===== src/rtl/controller_instruction_rom_arbiter_pkg.sv =====
// controller_rom_arb_pkg: shared widths, port IDs and limits for the instruction memory arbiter
package controller_rom_arb_pkg;
  localparam int ADDR_W_DEF = 13;
  localparam int DATA_W_DEF = 32;
  localparam int BE_W_DEF = DATA_W_DEF / 8;
  localparam int PRIO_RR = 0;
  localparam int PRIO_FIXED = 1;
  localparam logic [7:0] DENIED_MAX = 8'd255;
  typedef enum logic {PORT_FETCH = 1'b0, PORT_DEBUG = 1'b1} port_e;
endpackage


===== src/rtl/controller_instruction_rom_arbiter_if.sv =====
// controller_instruction_rom_arbiter_if: fetch port, debug port and memory-side bus of the arbiter
interface controller_instruction_rom_arbiter_if
  import controller_rom_arb_pkg::*;
#(
  parameter int ADDR_W = ADDR_W_DEF,
  parameter int DATA_W = DATA_W_DEF,
  parameter int BE_W = BE_W_DEF
);
  logic [ADDR_W-1:0] s0_address;
  logic s0_read, s0_waitrequest, s0_readdatavalid;
  logic [DATA_W-1:0] s0_readdata;
  logic [ADDR_W-1:0] s1_address;
  logic s1_read, s1_write, s1_debugaccess, s1_waitrequest, s1_readdatavalid;
  logic [DATA_W-1:0] s1_writedata, s1_readdata;
  logic [BE_W-1:0] s1_byteenable;
  logic [ADDR_W-1:0] mem_address;
  logic mem_chipselect, mem_write, mem_debugaccess, mem_clken;
  logic [DATA_W-1:0] mem_writedata, mem_readdata;
  logic [BE_W-1:0] mem_byteenable;
  modport slave (
    input s0_address, s0_read, s1_address, s1_read, s1_write, s1_writedata, s1_byteenable,
    input s1_debugaccess, mem_readdata,
    output s0_waitrequest, s0_readdata, s0_readdatavalid, s1_waitrequest, s1_readdata,
    output s1_readdatavalid, mem_address, mem_chipselect, mem_write, mem_writedata,
    output mem_byteenable, mem_debugaccess, mem_clken
  );
  modport master (
    output s0_address, s0_read, s1_address, s1_read, s1_write, s1_writedata, s1_byteenable,
    output s1_debugaccess, mem_readdata,
    input s0_waitrequest, s0_readdata, s0_readdatavalid, s1_waitrequest, s1_readdata,
    input s1_readdatavalid, mem_address, mem_chipselect, mem_write, mem_writedata,
    input mem_byteenable, mem_debugaccess, mem_clken
  );
endinterface


===== src/rtl/controller_instruction_rom_arbiter_rr_arbiter_2.sv =====
// rr_arbiter_2: two-request same-cycle grant with a last_grant register for round-robin fairness
module rr_arbiter_2
  import controller_rom_arb_pkg::*;
#(
  parameter int PRIO_MODE = PRIO_RR
) (
  input  logic       clk,
  input  logic       reset_n,
  input  logic       en_i,
  input  logic [1:0] req_i,
  output logic [1:0] gnt_o
);
  logic last_q, last_d, pick1;
  // last_q=1 means the debug port won most recently, so fetch wins the next conflict
  always_comb begin
    pick1 = req_i[1] & (~req_i[0] | (PRIO_MODE == PRIO_RR && !last_q));
    gnt_o = en_i ? {pick1, req_i[0] & ~pick1} : 2'b00;
    last_d = |gnt_o ? gnt_o[1] : last_q;
  end
  always_ff @(posedge clk)
    if (!reset_n) last_q <= 1'b1;
    else last_q <= last_d;
endmodule


===== src/rtl/controller_instruction_rom_arbiter.sv =====
// controller_instruction_rom_arbiter: shares one single-port instruction memory between fetch and debug masters
module controller_instruction_rom_arbiter
  import controller_rom_arb_pkg::*;
#(
  parameter int PRIO_MODE = PRIO_RR
) (
  input  logic clk,
  input  logic reset_n,
  input  logic reset_req,
  controller_instruction_rom_arbiter_if.slave bus,
  output logic [7:0] denied_count
);
  logic [1:0] req, gnt;
  logic wr_go, wr_ok, rd_go, rd_pend_q, rd_pend_d;
  port_e rd_owner_q, rd_owner_d;
  logic [7:0] cnt_q, cnt_d;
  assign req = {bus.s1_read | bus.s1_write, bus.s0_read};
  rr_arbiter_2 #(.PRIO_MODE(PRIO_MODE)) u_arb (
    .clk(clk),
    .reset_n(reset_n),
    .en_i(reset_n & ~reset_req),
    .req_i(req),
    .gnt_o(gnt)
  );
  // a dropped write is accepted on the bus but never reaches the memory
  always_comb begin
    wr_go = gnt[1] & bus.s1_write;
    wr_ok = wr_go & bus.s1_debugaccess;
    rd_go = gnt[0] | (gnt[1] & ~bus.s1_write);
    bus.s0_waitrequest = req[0] & ~gnt[0];
    bus.s1_waitrequest = req[1] & ~gnt[1];
    bus.mem_address = gnt[1] ? bus.s1_address : bus.s0_address;
    bus.mem_chipselect = rd_go | wr_ok;
    bus.mem_write = wr_ok;
    bus.mem_debugaccess = wr_ok;
    bus.mem_writedata = bus.s1_writedata;
    bus.mem_byteenable = bus.s1_byteenable;
    bus.mem_clken = ~reset_req;
    bus.s0_readdata = bus.mem_readdata;
    bus.s1_readdata = bus.mem_readdata;
    bus.s0_readdatavalid = reset_n & rd_pend_q & (rd_owner_q == PORT_FETCH);
    bus.s1_readdatavalid = reset_n & rd_pend_q & (rd_owner_q == PORT_DEBUG);
    rd_pend_d = rd_go;
    rd_owner_d = gnt[1] ? PORT_DEBUG : PORT_FETCH;
    cnt_d = (wr_go && !bus.s1_debugaccess && cnt_q != DENIED_MAX) ? cnt_q + 8'd1 : cnt_q;
  end
  always_ff @(posedge clk)
    if (!reset_n) begin
      rd_pend_q <= 1'b0;
      rd_owner_q <= PORT_FETCH;
      cnt_q <= 8'd0;
    end else begin
      rd_pend_q <= rd_pend_d;
      rd_owner_q <= rd_owner_d;
      cnt_q <= cnt_d;
    end
  assign denied_count = cnt_q;
endmodule


===== src/flat_wrapper.sv =====
// flat-port wrapper written by rule: the top's interface ports become plain ports
module controller_instruction_rom_arbiter_flat import controller_rom_arb_pkg::*;
#(
  parameter int PRIO_MODE = PRIO_RR
)
  (clk, reset_n, reset_req, denied_count, bus_s0_address, bus_s0_read, bus_s1_address, bus_s1_read, bus_s1_write, bus_s1_writedata, bus_s1_byteenable, bus_s1_debugaccess, bus_mem_readdata, bus_s0_waitrequest, bus_s0_readdata, bus_s0_readdatavalid, bus_s1_waitrequest, bus_s1_readdata, bus_s1_readdatavalid, bus_mem_address, bus_mem_chipselect, bus_mem_write, bus_mem_writedata, bus_mem_byteenable, bus_mem_debugaccess, bus_mem_clken);
  controller_instruction_rom_arbiter_if bus_i ();
  input  logic clk;
  input  logic reset_n;
  input  logic reset_req;
  output logic [7:0] denied_count;
  input wire logic [$bits(bus_i.s0_address)-1:0] bus_s0_address;
  input wire logic [$bits(bus_i.s0_read)-1:0] bus_s0_read;
  input wire logic [$bits(bus_i.s1_address)-1:0] bus_s1_address;
  input wire logic [$bits(bus_i.s1_read)-1:0] bus_s1_read;
  input wire logic [$bits(bus_i.s1_write)-1:0] bus_s1_write;
  input wire logic [$bits(bus_i.s1_writedata)-1:0] bus_s1_writedata;
  input wire logic [$bits(bus_i.s1_byteenable)-1:0] bus_s1_byteenable;
  input wire logic [$bits(bus_i.s1_debugaccess)-1:0] bus_s1_debugaccess;
  input wire logic [$bits(bus_i.mem_readdata)-1:0] bus_mem_readdata;
  output wire logic [$bits(bus_i.s0_waitrequest)-1:0] bus_s0_waitrequest;
  output wire logic [$bits(bus_i.s0_readdata)-1:0] bus_s0_readdata;
  output wire logic [$bits(bus_i.s0_readdatavalid)-1:0] bus_s0_readdatavalid;
  output wire logic [$bits(bus_i.s1_waitrequest)-1:0] bus_s1_waitrequest;
  output wire logic [$bits(bus_i.s1_readdata)-1:0] bus_s1_readdata;
  output wire logic [$bits(bus_i.s1_readdatavalid)-1:0] bus_s1_readdatavalid;
  output wire logic [$bits(bus_i.mem_address)-1:0] bus_mem_address;
  output wire logic [$bits(bus_i.mem_chipselect)-1:0] bus_mem_chipselect;
  output wire logic [$bits(bus_i.mem_write)-1:0] bus_mem_write;
  output wire logic [$bits(bus_i.mem_writedata)-1:0] bus_mem_writedata;
  output wire logic [$bits(bus_i.mem_byteenable)-1:0] bus_mem_byteenable;
  output wire logic [$bits(bus_i.mem_debugaccess)-1:0] bus_mem_debugaccess;
  output wire logic [$bits(bus_i.mem_clken)-1:0] bus_mem_clken;
  assign bus_i.s0_address = bus_s0_address;
  assign bus_i.s0_read = bus_s0_read;
  assign bus_i.s1_address = bus_s1_address;
  assign bus_i.s1_read = bus_s1_read;
  assign bus_i.s1_write = bus_s1_write;
  assign bus_i.s1_writedata = bus_s1_writedata;
  assign bus_i.s1_byteenable = bus_s1_byteenable;
  assign bus_i.s1_debugaccess = bus_s1_debugaccess;
  assign bus_i.mem_readdata = bus_mem_readdata;
  assign bus_s0_waitrequest = bus_i.s0_waitrequest;
  assign bus_s0_readdata = bus_i.s0_readdata;
  assign bus_s0_readdatavalid = bus_i.s0_readdatavalid;
  assign bus_s1_waitrequest = bus_i.s1_waitrequest;
  assign bus_s1_readdata = bus_i.s1_readdata;
  assign bus_s1_readdatavalid = bus_i.s1_readdatavalid;
  assign bus_mem_address = bus_i.mem_address;
  assign bus_mem_chipselect = bus_i.mem_chipselect;
  assign bus_mem_write = bus_i.mem_write;
  assign bus_mem_writedata = bus_i.mem_writedata;
  assign bus_mem_byteenable = bus_i.mem_byteenable;
  assign bus_mem_debugaccess = bus_i.mem_debugaccess;
  assign bus_mem_clken = bus_i.mem_clken;
  controller_instruction_rom_arbiter #(.PRIO_MODE(PRIO_MODE)) u_core (.clk(clk), .reset_n(reset_n), .reset_req(reset_req), .bus(bus_i), .denied_count(denied_count));
endmodule

===== config.mk =====
export PLATFORM = sky130hd
export DESIGN_NAME = controller_instruction_rom_arbiter_flat
export DESIGN_NICKNAME = d
export VERILOG_FILES = /design/src/rtl/controller_instruction_rom_arbiter_pkg.sv /design/src/rtl/controller_instruction_rom_arbiter_if.sv /design/src/rtl/controller_instruction_rom_arbiter_rr_arbiter_2.sv /design/src/rtl/controller_instruction_rom_arbiter.sv /design/src/flat_wrapper.sv
export SDC_FILE = /design/constraint.sdc
export NUM_CORES = 1
export LEC_CHECK = 0
export ABC_AREA = 0
export CAP_MARGIN = 5
export CORE_AREA = 3 3 87 89
export DETAILED_ROUTE_END_ITERATION = 10
export DIE_AREA = 0 0 90 92
export GPL_TIMING_DRIVEN = 1
export PLACE_DENSITY = 0.77
export SLEW_MARGIN = 20
export SYNTH_ARGS = -nofsm -noshare
export SYNTH_HDL_FRONTEND = slang
export SYNTH_SLANG_ARGS = --single-unit

===== constraint.sdc =====
create_clock -name clk -period 5.57 [get_ports clk]
set_input_delay 1.671 -clock clk [delete_from_list [all_inputs] [get_ports clk]]
set_output_delay 1.671 -clock clk [all_outputs]
set_load 0.05 [all_outputs]

; Word level (Yosys, flattened, before mapping)
; Index checks and enable logic that the tools add are counted.
[word_totals]
out_inout_bits = 129
register_bits = 11
word_cells = 36
inputBits = 101
[op_classes]
add_sub_neg = 1
reduce_logical = 5
n_eq_ne = 1
n_mux = 3
bitwise = 22
[ops]
columns = cell, n
row1 = $mux 13, 1
row2 = $and 1x1->1, 11
row3 = $add 8x1->8 const B, 1
row4 = $ne 8x8->1 const B, 1
row5 = $not 1->1, 7
row6 = $or 1x1->1, 4
row7 = $logic_and 1x1->1, 2
row8 = $logic_not 1->1, 2
row9 = $mux 2, 1
row10 = $reduce_or 2->1, 1
row11 = $mux 1, 1

; Logic depth before layout (Yosys ltp)
[depth]
word_depth = 9
depth_mapped = 5
ltp_nobuf = 5

; Modules after synthesis
; From an unflattened synthesis, not the netlist that was laid out.
[hier_totals]
cells_unflattened = 187
area_unflattened_um2 = 1478.9
[modules_own_cells]
columns = mod, seq_area_each_um2, area_per_inst_um2, cells_per_inst, instances
row1 = controller_instruction_rom_arbiter, 200.2, 1422.6, 179, 1
row2 = rr_arbiter_2, 20.0, 56.3, 8, 1

; Least setup slack after synthesis
; No wires, ideal clock.
[synth_timing]
path_kind = input to output
startpoint = input reset_req
endpoint = output bus_mem_chipselect
required_ns = 3.899
n_path_buf = 0
stages = 4
t_arrival_ns = 3.239
slack_ns = 0.660
path_cell_list = and2b_4 nand3b_2 nor2_1 or2_2
[synth_via]
elab_chain_cells = 6
word_cells_on_any_way = 8
cone_classes = mux (1) / bitwise (7)
[synth_lines]
columns = item, line_no
row1 = "start, declared", flat_wrapper.sv:10  ; input logic reset_req;
row2 = $not 1->1, controller_instruction_rom_arbiter.sv:21  ; .en_i(reset_n & ~reset_req),
row3 = $and 1x1->1, controller_instruction_rom_arbiter.sv:21
row4 = $mux 2, controller_instruction_rom_arbiter_rr_arbiter_2.sv:17  ; gnt_o = en_i ? {pick1, req_i[0] & ~pick1} : 2'b00;
row5 = $and 1x1->1, controller_instruction_rom_arbiter.sv:27  ; wr_go = gnt[1] & bus.s1_write;
row6 = $and 1x1->1, controller_instruction_rom_arbiter.sv:28  ; wr_ok = wr_go & bus.s1_debugaccess;
row7 = via bus_mem_debugaccess, flat_wrapper.sv:32  ; output wire logic [$bits(bus_i.mem_debugaccess)-1:0] bus_mem_debugaccess;
row8 = $or 1x1->1, controller_instruction_rom_arbiter.sv:33  ; bus.mem_chipselect = rd_go | wr_ok;
row9 = "end, declared", flat_wrapper.sv:28  ; output wire logic [$bits(bus_i.mem_chipselect)-1:0] bus_mem_chipselect;
; The timed path passes the listed nets, and every way through them passes these cells.

; Final worst setup path
[layout_timing]
startpoint = input reset_n
endpoint = output bus_mem_address[0]
[layout_via]
elab_chain_cells = 3
[layout_lines]
columns = item, line_no
row1 = "start, declared", flat_wrapper.sv:9  ; input logic reset_n;
row2 = $and 1x1->1, controller_instruction_rom_arbiter.sv:21
row3 = $mux 2, controller_instruction_rom_arbiter_rr_arbiter_2.sv:17
row4 = $mux 13, controller_instruction_rom_arbiter.sv:32  ; bus.mem_address = gnt[1] ? bus.s1_address : bus.s0_address;
row5 = "end, declared", flat_wrapper.sv:27  ; output wire logic [$bits(bus_i.mem_address)-1:0] bus_mem_address;
; Every way passes these cells.

==> reports/results.ini <==
[clock_network]
clock_sinks = 11
cts_resized = 0
cts_buffers = 3
clock_latency_ns = 0.24
clock_path_buffers = 2
h-tree-depth = 1
path_clk_slew_ns = 0.05
cts_root_buf = clkbuf_8
postCtsHoldBufs = 0
cts_tree = done
post_cts_buffers = 0

[route]
vias = 1003
antenna_left = 0
wl_per_cell_um = 15.28
via_per_inst = 4.061
drc = 0
dr.first_iter.drc_count = 30
drt-total-wl_um = 3775
firstDrtPassIters = 4

[sta]
finalSetupViolations = 0
fin_setup_tns_ns = 0
post-route-period-util_pct = 91.13
tightest_slew_ns = 0.5247
slew_viol_final = 0
fin_ws_ns = 0.4942
timing.fmax_ghz = 0.1970
hold_viol_final = 0
fin_worst_skew_ns = 0.001340
rsz0062_at_grt = false
max_slew_margin_pct = 64.91
period_minus_slack_ns = 5.076

[setup_path]
critPathRequiredTime_ns = 3.90
end_kind = primary output
path_max_fanout = 16
cp_data_arrival_time_ns = 3.40
path_class = in2out
rrSetupSlack_ns = 3.80
critPathLaunchType = input pin

[min_path]
hold_class = reg2reg

[layout]
synthToLayoutAreaGrowth_pct = 12.61
fillers = 756
layout_common_cells = clkdlybuf4s50_1 (43), buf_12 (17), mux2_2 (13)
drive_gt1_share_pct = 29.80
layout_commonest_cell = clkdlybuf4s50_1
diodes = 0
final_cell_count_no_fill = 247
nets = 254

[global_routing]
grt_max_degree = 17
grt_pass1_vias = 1074
grt_use_total_pct = 8.783
grt-ovfl-total = 0
antenna_found_initial = 0
grt_first_pass_wirelength_um = 5651

[die]
dieArea_sq_um = 8280
core-area_sq_um = 6832
die_y_um = 92
ios = 230
chipWidth_um = 90
num_rows = 30
start_util_pct = 22.07

[synth]
netlist_area_sq_um = 1508
synth.net_count = 289
yosys_warnings = 0
ys_seq_area_share_pct = 14.61
synth_seq_cells = 11
postSynthCellCount = 187
synth.distinct_cells = 34
synth.avg_cell_area_sq_um = 8.063

[placement]
dpl.cell_count = 243
port-buffer-count = 61
place.gp.congestion = 0.8259
dpl_worst_slack_ns = 0.4455
dp.final_hpwl_um = 3288

[pwr]
powerDensity_nw_per_um2 = 169.4
ir_drop_uv = 71.06
power_leakage_nw = 0.6685

[outcome]
status = complete, no violations

[run]
cap_violations = 0

## final timing paths
kind,from,to,depth (start not counted)
setup / recovery,reset_n,bus_mem_address[0],5
setup reg to reg,u_core.denied_count[0]$_SDFFE_PN0P_,u_core.denied_count[3]$_SDFFE_PN0P_,5
hold reg to reg,u_core.denied_count[2]$_SDFFE_PN0P_,u_core.denied_count[2]$_SDFFE_PN0P_,1
hold / removal,u_core.denied_count[2]$_SDFFE_PN0P_,u_core.denied_count[2]$_SDFFE_PN0P_,1
## registers in the layout (all words and copies together), names as in the netlist
signal	cells
u_core.denied_count	8
u_core.rd_owner_q	1
u_core.rd_pend_q	1
u_core.u_arb.last_q	1
## layout make-up
cell class                 count  area, sq um  area share (%)
inverter                       6        22.52           1.326
multi-input combinational     67        496.7           29.26
sequential                    11        220.2           12.97
tap                           96        120.1           7.074
timing repair buffer          63        793.3           46.72
clock buffer                   4        45.04           2.653
## metal layers
layer | wire, um | part of all wire, % | global-route usage, % | vias up
met5 | 0 | 0 | 0 | -
met4 | 237 | 6.3 | 6.378 | 0
met3 | 613 | 16 | 5.989 | 29
met2 | 1893 | 50 | 15.43 | 92
met1 | 1031 | 27 | 6.801 | 433
li1 | - | - | - | 449
## through the flow
stage          total power, mW  utilization, %  instance area [sq um]  hold slack (ns)
2_1_floorplan           0.3301               -                   1508           0.4804
3_3_place_gp            0.2062           24.19                   1653           0.4839
3_5_place_dp            0.2073           24.19                   1653           0.5044
4_1_cts                 0.2898           24.85                   1698           0.5142
5_1_grt                 0.2966           24.85                   1698           0.5366
6_report                0.2875           24.85                   1698           0.5126
## where the power goes
group | switching, mW | internal [mW]
clock network | 0.0327 | 0.0505
registers | 0.000865 | 0.0803
logic | 0.0589 | 0.0643
total | 0.0925 | 0.195
## Yosys cell counts (all sizes together)
master  instances  area share, %
buf           103             51
mux2           13            9.7
dfxtp          11             15
nand2           7            1.7
nor2            7            1.7
inv             6            1.5
nand3           5            1.7
a21oi           4            1.3
o21ai           4            1.3
and3            3            1.4
a31oi           2           0.83
and2            2           0.91
mux2i           2            1.3
nand4b          2            2.2
a211oi          1           0.50
and2b           1           0.66
and4            1           0.58
and4b           1           0.75
ha              1           0.83
nand3b          1           0.75
nand4           1           0.42
nor3            1           0.33
nor4            1           0.42
nor4b           1           0.58
o21a            1           0.50
o31ai           1           0.50
o41ai           1           0.58
or2             1           0.42
or3             1           0.50
or4             1           0.50
## worst max-delay path, stage by stage
cell and delay [ns]:
clkdlybuf4s50_1 0.59, and2b_4 0.23, nand3b_2 0.32, mux2_2 0.42, buf_12 0.15
## logic make-up (layout without fill, tap and decap cells)
| group | count (synthesis) | in the layout | share of synthesized area, % |
|---|---|---|---|
| buffers and inverters | 109 | 73 | 52.45 |
| AND/OR/NAND/NOR | 37 | 37 | 15.52 |
| multiplexers | 15 | 15 | 11.04 |
| AO/OA/AOI/OAI | 14 | 14 | 5.561 |
| flip-flops | 11 | 11 | 14.61 |
| adder cells (fa/ha/maj) | 1 | 1 | 0.8297 |
(Power assumes the default switching activity.)
